`config.mk`:
```
export PLATFORM = sky130hd
export DESIGN_NAME = pc_gen
export DESIGN_NICKNAME = d
export VERILOG_FILES = /design/src/rtl/pc_gen.sv
export SDC_FILE = /design/constraint.sdc
export NUM_CORES = 1
export LEC_CHECK = 0
export ABC_AREA = 1
export ABC_CLOCK_PERIOD_IN_PS = 2250
export CAP_MARGIN = 0
export CORE_ASPECT_RATIO = 1.4
export CORE_MARGIN = 2
export CORE_UTILIZATION = 64
export CTS_CLUSTER_DIAMETER = 100
export DETAILED_ROUTE_END_ITERATION = 10
export DONT_BUFFER_PORTS = 1
export PLACE_DENSITY_LB_ADDON = 0.2
export SETUP_SLACK_MARGIN = 0.4
export SKIP_LAST_GASP = 1
export SYNTH_ARGS = -nofsm -noshare
export SYNTH_HDL_FRONTEND = slang
export SYNTH_SLANG_ARGS = --single-unit
export TNS_END_PERCENT = 30
```
`constraint.sdc`:
```
create_clock -name clk -period 2.25 [get_ports clk]
set_input_delay 0.45 -clock clk [delete_from_list [all_inputs] [get_ports clk]]
set_output_delay 0.45 -clock clk [all_outputs]
set_load 0.005 [all_outputs]
```
`src/rtl/pc_gen.sv`:
```
`default_nettype none
// ============================================================================
//  Module      : pc_gen
//  Description : Fetch-stage program-counter generator. Holds the
//                architectural PC and picks the next PC from trap, branch,
//                jalr, hold and sequential sources. Adds a one-cycle boot
//                state, a fetch valid/ready handshake, a misaligned-target
//                check and a halt state that only a trap can leave.
//  Revision    : 1.0 - initial release
// ============================================================================
module pc_gen #(
    parameter int              XLEN      = 32,
    parameter logic [XLEN-1:0] RESET_VEC = 32'h0000_0000,
    parameter logic [XLEN-1:0] TRAP_VEC  = 32'h0000_0100,
    parameter int              INC       = 4
) (
    input  logic            clk,
    input  logic            rst,
    input  logic            stall,
    input  logic [1:0]      pcsrc,
    input  logic [XLEN-1:0] pc_target,
    input  logic [XLEN-1:0] jalr_target,
    input  logic            trap_req,
    input  logic            fetch_ready,
    output logic [XLEN-1:0] pc,
    output logic [XLEN-1:0] pc_plus4,
    output logic            pc_valid,
    output logic            misalign,
    output logic            halted
);

    typedef enum logic [1:0] {
        ST_BOOT = 2'd0,
        ST_RUN  = 2'd1,
        ST_HALT = 2'd2
    } state_t;

    // Next-PC select encodings
    localparam logic [1:0] c_SRC_SEQ    = 2'd0;
    localparam logic [1:0] c_SRC_BRANCH = 2'd1;
    localparam logic [1:0] c_SRC_JALR   = 2'd2;

    localparam logic [XLEN-1:0] c_INC       = XLEN'(INC);
    // Masks off bit 0 of the jalr target while keeping every input bit in use
    localparam logic [XLEN-1:0] c_BIT0_MASK = ~{{(XLEN-1){1'b0}}, 1'b1};

    state_t          r_state;
    state_t          w_next_state;
    logic [XLEN-1:0] r_pc;
    logic [XLEN-1:0] w_next_pc;
    logic            r_misalign;
    logic            w_next_misalign;

    logic [XLEN-1:0] w_pc_inc;
    logic [XLEN-1:0] w_jalr_clr;
    logic [XLEN-1:0] w_redirect_tgt;
    logic            w_redirect;
    logic            w_tgt_misaligned;

    assign w_pc_inc   = r_pc + c_INC;
    assign w_jalr_clr = jalr_target & c_BIT0_MASK;

    // Target selection for the two checked redirect sources
    always_comb begin
        w_redirect     = 1'b0;
        w_redirect_tgt = pc_target;
        if (pcsrc == c_SRC_BRANCH) begin
            w_redirect     = 1'b1;
            w_redirect_tgt = pc_target;
        end else if (pcsrc == c_SRC_JALR) begin
            w_redirect     = 1'b1;
            w_redirect_tgt = w_jalr_clr;
        end
    end

    assign w_tgt_misaligned = (w_redirect_tgt[1:0] != 2'b00);

    // State, PC and sticky flag registers with synchronous reset
    always_ff @(posedge clk) begin
        if (rst) begin
            r_state    <= ST_BOOT;
            r_pc       <= RESET_VEC;
            r_misalign <= 1'b0;
        end else begin
            r_state    <= w_next_state;
            r_pc       <= w_next_pc;
            r_misalign <= w_next_misalign;
        end
    end

    // Next-state and next-PC selection in priority order
    always_comb begin
        w_next_state    = r_state;
        w_next_pc       = r_pc;
        w_next_misalign = r_misalign;
        case (r_state)
            ST_BOOT: begin
                // Trap requests are ignored until the first fetch is issued
                w_next_state = ST_RUN;
            end
            ST_RUN: begin
                if (trap_req) begin
                    // Trap wins even over a misaligned target in the same cycle
                    w_next_pc = TRAP_VEC;
                end else if (w_redirect) begin
                    if (w_tgt_misaligned) begin
                        w_next_misalign = 1'b1;
                        w_next_state    = ST_HALT;
                    end else begin
                        w_next_pc = w_redirect_tgt;
                    end
                end else if (pcsrc == c_SRC_SEQ) begin
                    // Advance only when the current request is accepted
                    if (!stall && fetch_ready) begin
                        w_next_pc = w_pc_inc;
                    end
                end
            end
            ST_HALT: begin
                if (trap_req) begin
                    w_next_pc       = TRAP_VEC;
                    w_next_misalign = 1'b0;
                    w_next_state    = ST_RUN;
                end
            end
            default: begin
                w_next_state = ST_BOOT;
                w_next_pc    = RESET_VEC;
            end
        endcase
    end

    assign pc       = r_pc;
    assign pc_plus4 = w_pc_inc;
    assign pc_valid = (r_state == ST_RUN);
    assign halted   = (r_state == ST_HALT);
    assign misalign = r_misalign;

endmodule
`default_nettype wire

```
**After elaboration in Yosys (flattened, before gate mapping)**

Index checks and enable logic that the tools add are counted.

- Register bits: 35
- Latch bits: 0
- Bits in writable memories: 0
- ROM bits: 0
- Input port bits: 71
- Output and inout port bits: 67
- Logic and storage cells: 46
- Memories: 0

- Add/sub/neg operators: 1
- Multiply operators: 0
- Div/mod/pow operators: 0
- Order comparisons: 0
- Eq/ne operators: 11
- Shifts and indexed selects: 0
- Mux-type cells: 21
- Bitwise logic cells: 1
- Reductions and logical operators: 9

Operators by type and width:

| operator | count |
|---|---|
| two-way mux 32 bit | 8 |
| one-hot mux 32 bit (3 select lines) | 1 |
| adder 32 x 3 -> 32 bit (second input constant) | 1 |
| AND reduction 5 bit | 2 |
| two-way mux 2 bit | 4 |
| != test 4 x 2 -> 1 bit (second input constant) | 2 |
| two-way mux 1 bit | 6 |
| one-hot mux 2 bit (3 select lines) | 1 |
| == test 2 x 1 -> 1 bit (second input constant) | 2 |
| == test 2 bit (second input constant) | 2 |
| zero test 2 bit | 2 |
| != test 2 x 1 -> 1 bit (second input constant) | 2 |
| != test 2 bit (second input constant) | 2 |
| != test 4 bit (second input constant) | 1 |
| AND reduction 4 bit | 1 |
| nonzero test 2 bit | 2 |
| one-hot mux 1 bit (2 select lines) | 1 |
| logical AND 1 bit | 1 |
| zero test 1 bit | 1 |
| NOT 1 bit | 1 |

**Logic depth before layout (Yosys ltp)**

Gate-level depths: netlist of the first run.

- Word-level depth: 8
- Mapped depth: 12
- Depth with buffers taken out: 12

**Worst setup path after synthesis of the first run**

No wires, ideal clock.

- Kind: register to output
- Start point: reg r_pc[2] (netlist: pc[2])
- End point: out pc_plus4[28]
- Arrival time: 1.257 ns
- Required time: 1.800 ns
- Slack: 0.543 ns
- Cell stages (with the launch flop): 10
- Path buffers: 0
- Path through: dfxtp_1 > ha_1 > nand3_2 > inv_2 > nand2_4 > nor2_4 > nand2_1 > nor2_1 > nand2_1 > nand2_2

- Word-level cells in the longest chain between the ends: 1

Ends and longest elaborated chain:

| what | line | RTL |
|---|---|---|
| start, declared | 49 | `logic [XLEN-1:0] r_pc;` |
| start signal, assigned | 86 | `r_pc <= w_next_pc;` |
| adder 32 x 3 -> 32 bit | 60 | `assign w_pc_inc = r_pc + c_INC;` |
| end, declared | 26 | `output logic [XLEN-1:0] pc_plus4,` |

Every way passes these cells.

**Worst setup path in the final report of the first run**

- Start point: reg r_pc[4] (netlist: pc[4])
- End point: out pc_plus4[11]

The elaborated chain is that of the path after synthesis.

==> results.cfg, run 1 <==
[status]
status = finished, final reports clean

[sta]
fin_setup_tns_ns = 0
grt_setup_unrepaired = true
relSlewSlack_pct = 66.6
skew_ns = 0.00675
fmax_ghz = 0.488
tightest_slew_ns = 0.501
period_share_pct = 91.2
drv_slew = 0
setup_viol = 0
fin_crit_ns = 2.05
hold_viol = 0

[route]
wirelength_um = 9930
drt_first_pass_iters = 8
drt_iter0_markers = 300
routed_via_density = 5.92
vias = 3676
antenna_left = 0
drc = 0
routedWlPerCell_um = 16.0

[logic_synthesis]
synth_top_family_by_area = simple AND/OR/NAND/NOR gates
synthXorXnorAreaFrac_pct = 3.11
synth_seq_cells = 35
ys.flop_type = dfxtp_1
synthMuxAreaShare_pct = 0.324
syn-num-nets = 631
ys_top_cells_by_count = nand2_1 (208), nor2_1 (77), a21oi_1 (48)
synth.most_common_cell = nand2_1
synth_edf_count = 0
syn-cell-area_um2 = 3090
synthSimpleGateAreaFrac_pct = 48.9
synthDistinctLibCells = 33
synth.avg_cell_area_um2 = 5.61
ys_top_cells_by_area = nand2_1 (25%), dfxtp_1 (23%), nor2_1 (9.3%)
synth_top_area_share_pct = 25.2
ys_seq_area_share_pct = 22.7
syn_inst = 551
synth_compound_area_share_pct = 12.3
yosys_warnings = 0
synth-adder-area-share_pct = 3.64
synth_top_cell_by_area = nand2_1
async_flop_share_pct = 0

[power]
peakVddDrop_uv = 849
p_leak_nw = 1.54
p_sw_w = 0.00137
p_int_w = 0.00163
pwr-share-clk_pct = 18.8
combPwrFrac_pct = 46.4
pwr_density_cell_nw_per_um2 = 838
p_seq_share_pct = 34.8
p_sw_share_pct = 45.6

[critical_path]
crit_type = flop to output pin
critical_path_arrival_ns = 1.60
start_kind = flop
cp.required_ns = 1.80
cp-end-kind = output pin
path_max_fanout = 6

[grt]
grt_pass1_wl_um = 15400
antenna_found_initial = 0
grt_usage_pct = 35.8
grt_overflow = 0
grt_max_degree = 22
grt_pass1_vias = 3431

[finish]
layout-area-overhead-vs-synth_pct = 15.6
antennaDiodeCount = 0
regArea_um2 = 767
n_fill_cell = 367
multiInputGateArea_um2 = 2270
fin_nets = 639
final_cells = 621
drive_gt1_share_pct = 18.8

[clock_tree]
cts_hold_buf = 0
clock_latency_ns = 0.29
tritoncts = built
cts_root_buf = clkbuf_8
cts_made_buffers = 5
h-tree-depth = 2
cts.sinks = 35
cts_buffer_depth = 2
path_clk_slew_ns = 0.07

[floorplanning]
num_rows = 29
initial_core_util_pct = 67.1
die_y_um = 86.3
dieArea_um2 = 5410
dieWidth_um = 62.8
core_um2 = 4610
io_pins = 138

[hold_path]
hp-class = input port to flop

[placed_design]
io_buffers = 0
dpl.cell_count = 605
gp_congestion = 0.861
dp_hpwl_um = 7240

[job]
drv_cap = 0
[final timing paths]
kind | endpoint | slack [ns] | cells past startpoint | start
worst max-delay path | pc_plus4[11] | 0.20 | 5 | pc[4]
worst min-delay path | pc[26] | 0.21 | 1 | rst
worst max register to register | pc[13] | 0.47 | 9 | r_state[0]
worst min register to register | misalign | 0.47 | 2 | misalign
[power by group through the flow]
stage                     Combinational (W)  Clock, W  Sequential, W
after floorplan                    0.000932         0       0.000916
after global placement              0.00115         0       0.000969
after detailed placement            0.00117         0       0.000974
after CTS                           0.00123  0.000559        0.00102
after global routing                0.00153  0.000578        0.00106
final                               0.00139  0.000562        0.00104
[through the flow]
step / power, W / hold WS, ns / setup WS (ns) / utilization, % / cell area (um2)
4_1_cts: 0.00281 / 0.207 / 0.226 / 75.9 / 3500
3_3_place_gp: 0.00212 / 0.463 / 0.241 / 68.5 / 3160
3_5_place_dp: 0.00214 / 0.466 / 0.207 / 68.5 / 3160
5_1_grt: 0.00317 / 0.207 / 0.111 / 77.6 / 3580
6_report: 0.00300 / 0.207 / 0.199 / 77.6 / 3580
2_1_floorplan: 0.00185 / 0.442 / 0.543 / - / 3090
[layout by cell type (no fill, tap or decap), types with 2 or more instances in the layout]
master | netlist | routed
a21oi_1 | 48 | 48
buf_4 | 2 | 18
clkbuf_8 | 0 | 5
dfxtp_1 | 35 | 8
dfxtp_2 | 0 | 14
dfxtp_4 | 0 | 13
ha_1 | 9 | 6
ha_4 | 0 | 2
inv_1 | 43 | 42
inv_2 | 6 | 6
nand2_1 | 208 | 196
nand2_2 | 2 | 13
nand2_4 | 1 | 2
nand3_1 | 27 | 27
nand3_4 | 1 | 2
nand3b_1 | 11 | 11
nand4_1 | 7 | 7
nor2_1 | 77 | 66
nor2_2 | 8 | 8
nor2_4 | 4 | 15
nor3_1 | 3 | 3
nor3b_1 | 2 | 2
o21ai_0 | 15 | 15
o21ai_1 | 7 | 7
xnor2_1 | 2 | 2
xor2_1 | 9 | 8
[critical path, stage by stage (launching register included)]
cell	delay (ns)
dfxtp_4	0.40
nand3_1	0.28
nor2_4	0.27
nand2_1	0.09
xor2_1	0.18
inv_2	0.07
[cell type report]
class	count	share of cell area, %
multi-input cells	448	63.6
inverters	49	5.28
clock inverters	1	0.840
repair buffers	20	4.65
flip-flops and latches	35	21.4
clock buffers	6	2.03
well taps	62	2.17
[cells by family (layout without fill, tap and decap cells)]
kind of cell,after synthesis,count (layout)
multiplexers,1,1
AO/OA/AOI/OAI,74,74
buffers and inverters,68,76
adder cells (fa/ha/maj),9,9
flip-flops,35,35
AND/OR/NAND/NOR,353,353
XOR/XNOR,11,11
[routing by layer]
metal	wire length [um]	vias up	GRT usage (%)	share of wire, %
li1	-	1753	-	-
met1	3570	1658	38.4	36
met2	4940	214	64.1	50
met3	952	51	8.44	9.6
met4	480	0	21.2	4.8
met5	0	-	0	0
[what timing repair did]
action                                  4_1_cts  5_1_grt
resized for setup                            74       12
setup buffers                                 5        4
pin swaps                                    13        2
endpoints found under the setup margin       55       56
[state kept, by name (all words and copies together), names as in the netlist]
signal / count
misalign: 1
pc: 32
r_state: 2
Power figures use the tool's default switching activity.
==> inputs of run 2 (changes only) <==
--- a/config.mk
+++ b/config.mk
@@ -15,7 +15,9 @@
 export DETAILED_ROUTE_END_ITERATION = 10
 export DONT_BUFFER_PORTS = 1
 export PLACE_DENSITY_LB_ADDON = 0.2
+export REMOVE_ABC_BUFFERS = 1
 export SETUP_SLACK_MARGIN = 0.4
+export SKIP_CTS_REPAIR_TIMING = 1
 export SKIP_LAST_GASP = 1
 export SYNTH_ARGS = -nofsm -noshare
 export SYNTH_HDL_FRONTEND = slang
==> results.cfg, run 2 (synthesis results as in run 1) <==
[status]
status = finished, final reports clean

[placed_design]
dpl.cell_count = 603
dp_hpwl_um = 6870
pre_cts_slack_ns = 0.218
io_buffers = 0
post_dp_cell_area_um2 = 3140
gp_congestion = 0.923

[clock_tree]
tritoncts = built
path_clk_slew_ns = 0.08
cts_buffer_depth = 2
clock_latency_ns = 0.30
cts_made_buffers = 5
cts.sinks = 35
h-tree-depth = 2
cts_root_buf = clkbuf_8

[floorplanning]
dieArea_um2 = 5410
io_pins = 138
die_y_um = 86.3
initial_core_util_pct = 67.1
num_rows = 29
dieWidth_um = 62.8
core_um2 = 4610

[sta]
setup_ws_ns = 0.0610
grt_setup_unrepaired = true
relSlewSlack_pct = 68.8
tightest_slew_ns = 0.468
setup_viol = 0
fin_crit_ns = 2.19
drv_slew = 0
period_share_pct = 97.3
skew_ns = 0.0106
hold_viol = 0
fmax_ghz = 0.457

[critical_path]
r2r_slack_ns = 0.38
cp.required_ns = 1.80
crit_path_start = pc[4]
crit_type = flop to output pin
start_kind = flop
critical_path_arrival_ns = 1.74
ff2ff_path_depth = 9
path_max_fanout = 6
r2r_start = r_state[1]
cp-end-kind = output pin
r2r_end = pc[21]
crit_end = pc_plus4[11]

[finish]
final_common_cell = nand2_1
fin_area_um2 = 3650
layout-area-overhead-vs-synth_pct = 18.0
antennaDiodeCount = 0
drive_gt1_share_pct = 20.6
final_util_pct = 79.2
final_cell_mix = nand2_1 (196), nor2_1 (63), a21oi_1 (48)
n_fill_cell = 351
fin_nets = 646
largest_reg_flops = 32
final_cells = 629

[grt]
grt_pass1_wl_um = 14700
grt_usage_pct = 33.5
grt_pass1_vias = 3250
grt_overflow = 0
antenna_found_initial = 0
grt_max_degree = 22

[job]
drv_cap = 0

[power]
combPwrFrac_pct = 45.7
pwr_density_cell_nw_per_um2 = 862
p_int_w = 0.00169
p_sw_w = 0.00146
p_seq_share_pct = 34.5
peakVddDrop_uv = 775
total_power_w = 0.00314
p_leak_nw = 1.58
pwr-share-clk_pct = 19.8
p_sw_share_pct = 46.4

[route]
vias = 3895
drt_first_pass_iters = 5
drc = 0
antenna_left = 0
drt_iter0_markers = 353
routedWlPerCell_um = 17.3
routed_via_density = 6.19
wirelength_um = 10900

[hold_path]
min_path_cells = 1
hp-class = input port to flop
==> run 2: worst min-delay path by stage <==
stage	from	to	slack, ns
after global placement	misalign	misalign	0.47
after global routing	rst	pc[25]	0.20
after detailed placement	misalign	misalign	0.47
final	rst	pc[25]	0.20
after floorplan	misalign	misalign	0.44
after CTS	rst	pc[25]	0.21
==> run 2: metrics by stage <==
step / hold WS (ns) / TNS, ns
2_1_floorplan: 0.442 / -0.214
6_report: 0.196 / 0
5_1_grt: 0.196 / -0.146
3_3_place_gp: 0.465 / 0
4_1_cts: 0.206 / -0.0766
3_5_place_dp: 0.466 / 0
==> run 2: area by class of cell <==
type	count	area, um2	share of cell area [%]
flip-flops and latches	35	771	21.1
well taps	62	77.6	2.13
inverters	49	196	5.38
clock buffers	6	82.6	2.26
repair buffers	26	195	5.35
clock inverters	2	35.0	0.960
multi-input cells	449	2290	62.8
==> run 2: critical path, cell delays in order (launching register included) <==
cell and delay (ns):
dfxtp_4 0.40, nand3_1 0.34, nor2_4 0.28, nand2_1 0.12, xor2_1 0.22, inv_2 0.08
==> run 2: power groups by stage <==
stage / logic, W / registers (W) / clock network (W)
5_1_grt: 0.00157 / 0.00110 / 0.000641
4_1_cts: 0.00112 / 0.000969 / 0.000614
3_5_place_dp: 0.00112 / 0.000983 / 0
6_report: 0.00144 / 0.00108 / 0.000623
3_3_place_gp: 0.00110 / 0.000979 / 0
2_1_floorplan: 0.000861 / 0.000916 / 0
==> run 2: per-layer routing <==
layer / track usage [%] / vias up / wire, um
met1: 35.2 / 1709 / 3560
met2: 63.4 / 312 / 5330
li1: - / 1779 / -
met3: 8.05 / 95 / 1250
met5: 0 / - / 0
met4: 13.9 / 0 / 758
==> inputs of run 3 (changes only) <==
--- a/config.mk
+++ b/config.mk
@@ -10,7 +10,7 @@
 export CAP_MARGIN = 0
 export CORE_ASPECT_RATIO = 1.4
 export CORE_MARGIN = 2
-export CORE_UTILIZATION = 64
+export CORE_UTILIZATION = 62
 export CTS_CLUSTER_DIAMETER = 100
 export DETAILED_ROUTE_END_ITERATION = 10
 export DONT_BUFFER_PORTS = 1
==> results.cfg, run 3 (synthesis results as in run 1) <==
[grt]
grt_overflow = 0
grt_max_degree = 22
antenna_found_initial = 0
grt_pass1_wl_um = 14400
grt_pass1_vias = 3197
grt_usage_pct = 32.7

[route]
highest_layer = met4
routedWlPerCell_um = 15.4
wirelength_um = 9660
wl_met1_um = 3530
routed_via_density = 5.71
wl_met3_um = 728
drt_iter0_markers = 222
vias = 3576
drt_first_pass_iters = 5
drc = 0
wl_met2_um = 5210
antenna_left = 0

[placed_design]
pre_cts_slack_ns = 0.197
dpl.cell_count = 606
io_buffers = 0
gp_congestion = 0.903
dp_hpwl_um = 7070

[critical_path]
path_delay_family = simple AND/OR/NAND/NOR gates
max_stage_delay_ns = 0.39
worstPathCellList = ha_4, nand3_4, inv_2, nand2_4, nor2_4, buf_4, nand3b_1, nand2_1, nand2_2
critical_path_arrival_ns = 1.63
r2r_end = pc[14]
cp.required_ns = 1.80
critPathBufInv = 2
critPathSlowestCell = dfxtp_4
r2r_start = r_state[0]
path_max_fanout = 5
cp-end-kind = output pin
r2r_slack_ns = 0.27
crit_type = flop to output pin
ff2ff_path_depth = 10
start_kind = flop

[sta]
period_share_pct = 92.6
skew_ns = 0.00669
fin_crit_ns = 2.08
tightest_slew_ns = 0.414
hold_ws_ns = 0.204
fmax_ghz = 0.480
setup_viol = 0
fin_setup_tns_ns = 0
setup_ws_ns = 0.166
relSlewSlack_pct = 72.4
drv_slew = 0
hold_viol = 0
grt_setup_unrepaired = true

[finish]
final_common_cell = nand2_1
largest_reg_flops = 32
antennaDiodeCount = 0
layout-area-overhead-vs-synth_pct = 19.1
fin_nets = 641
final_cells = 626
drive_gt1_share_pct = 21.2
final_util_pct = 76.0
final_cell_mix = nand2_1 (192), nor2_1 (61), a21oi_1 (48)

[clock_tree]
cts_buffer_depth = 2
cts_root_buf = clkbuf_8
tritoncts = built
cts_made_buffers = 5
path_clk_slew_ns = 0.08
clock_latency_ns = 0.29
cts.sinks = 35
h-tree-depth = 2

[floorplanning]
num_rows = 30
dieWidth_um = 63.7
dieArea_um2 = 5580
core_um2 = 4840
initial_core_util_pct = 63.9
die_y_um = 87.6
io_pins = 138

[hold_path]
hp-start = rst
min_to = pc[13]
hp-class = input port to flop
min_path_cells = 1

[job]
drv_cap = 0

[power]
pwr_density_cell_nw_per_um2 = 764
peakVddDrop_uv = 737
p_leak_nw = 1.65

[status]
status = finished, final reports clean
==> run 3: cell count changes in the layout (fill, tap and decap cells not counted), moves of 3 or more <==
cell,change
buf_4,-6
dfxtp_4,+6
nand2_2,-3
nand2_4,+7
nor2_4,+5
nand2_1,-4
dfxtp_2,-6
nor2_2,-3
==> run 3: how the worst max path moves through the flow <==
stage / start / to / slack [ns] / cells past startpoint
5_1_grt: pc[2] / pc_plus4[28] / 0.1 / 9
3_5_place_dp: r_state[0] / pc[14] / 0.20 / 10
4_1_cts: pc[2] / pc_plus4[14] / -0.02 / 7
3_3_place_gp: pcsrc[0] / pc[14] / 0.24 / 10
6_report: pc[3] / pc_plus4[28] / 0.17 / 9
2_1_floorplan: pcsrc[1] / pc[14] / -0.06 / 12
==> run 3: layout make-up <==
class / instances / area (um2)
multi-input combinational: 448 / 2350
fill: 397 / 1160
sequential: 35 / 786
inverter: 49 / 186
timing repair buffer: 22 / 181
clock buffer: 8 / 100
tap: 64 / 80.1
==> run 3: power by group <==
group          internal, W  switching, W
sequential        0.000802      0.000264
clock             0.000280      0.000247
combinational     0.000404      0.000817
==> run 3: metal layers <==
metal | vias up | GRT usage (%)
li1 | 1761 | -
met1 | 1636 | 34.0
met2 | 166 | 63.3
met3 | 13 | 7.84
met4 | 0 | 12.1
met5 | - | 0
==> run 3: worst register-to-register path: stages, from the launching register on <==
cell and delay (ns):
dfxtp_1 0.39, inv_1 0.10, ha_1 0.29, nand2_1 0.12
nand2_1 0.11, nor2_4 0.15, nand3_4 0.23, inv_4 0.25
o31ai_1 0.11, nor2_1 0.09, nor2_1 0.05
==> run 3: metrics by stage <==
stage	power [W]	instance area, um2
2_1_floorplan	0.00178	3000
5_1_grt	0.00300	3680
3_3_place_gp	0.00209	3150
3_5_place_dp	0.00212	3150
6_report	0.00281	3680
4_1_cts	0.00265	3250
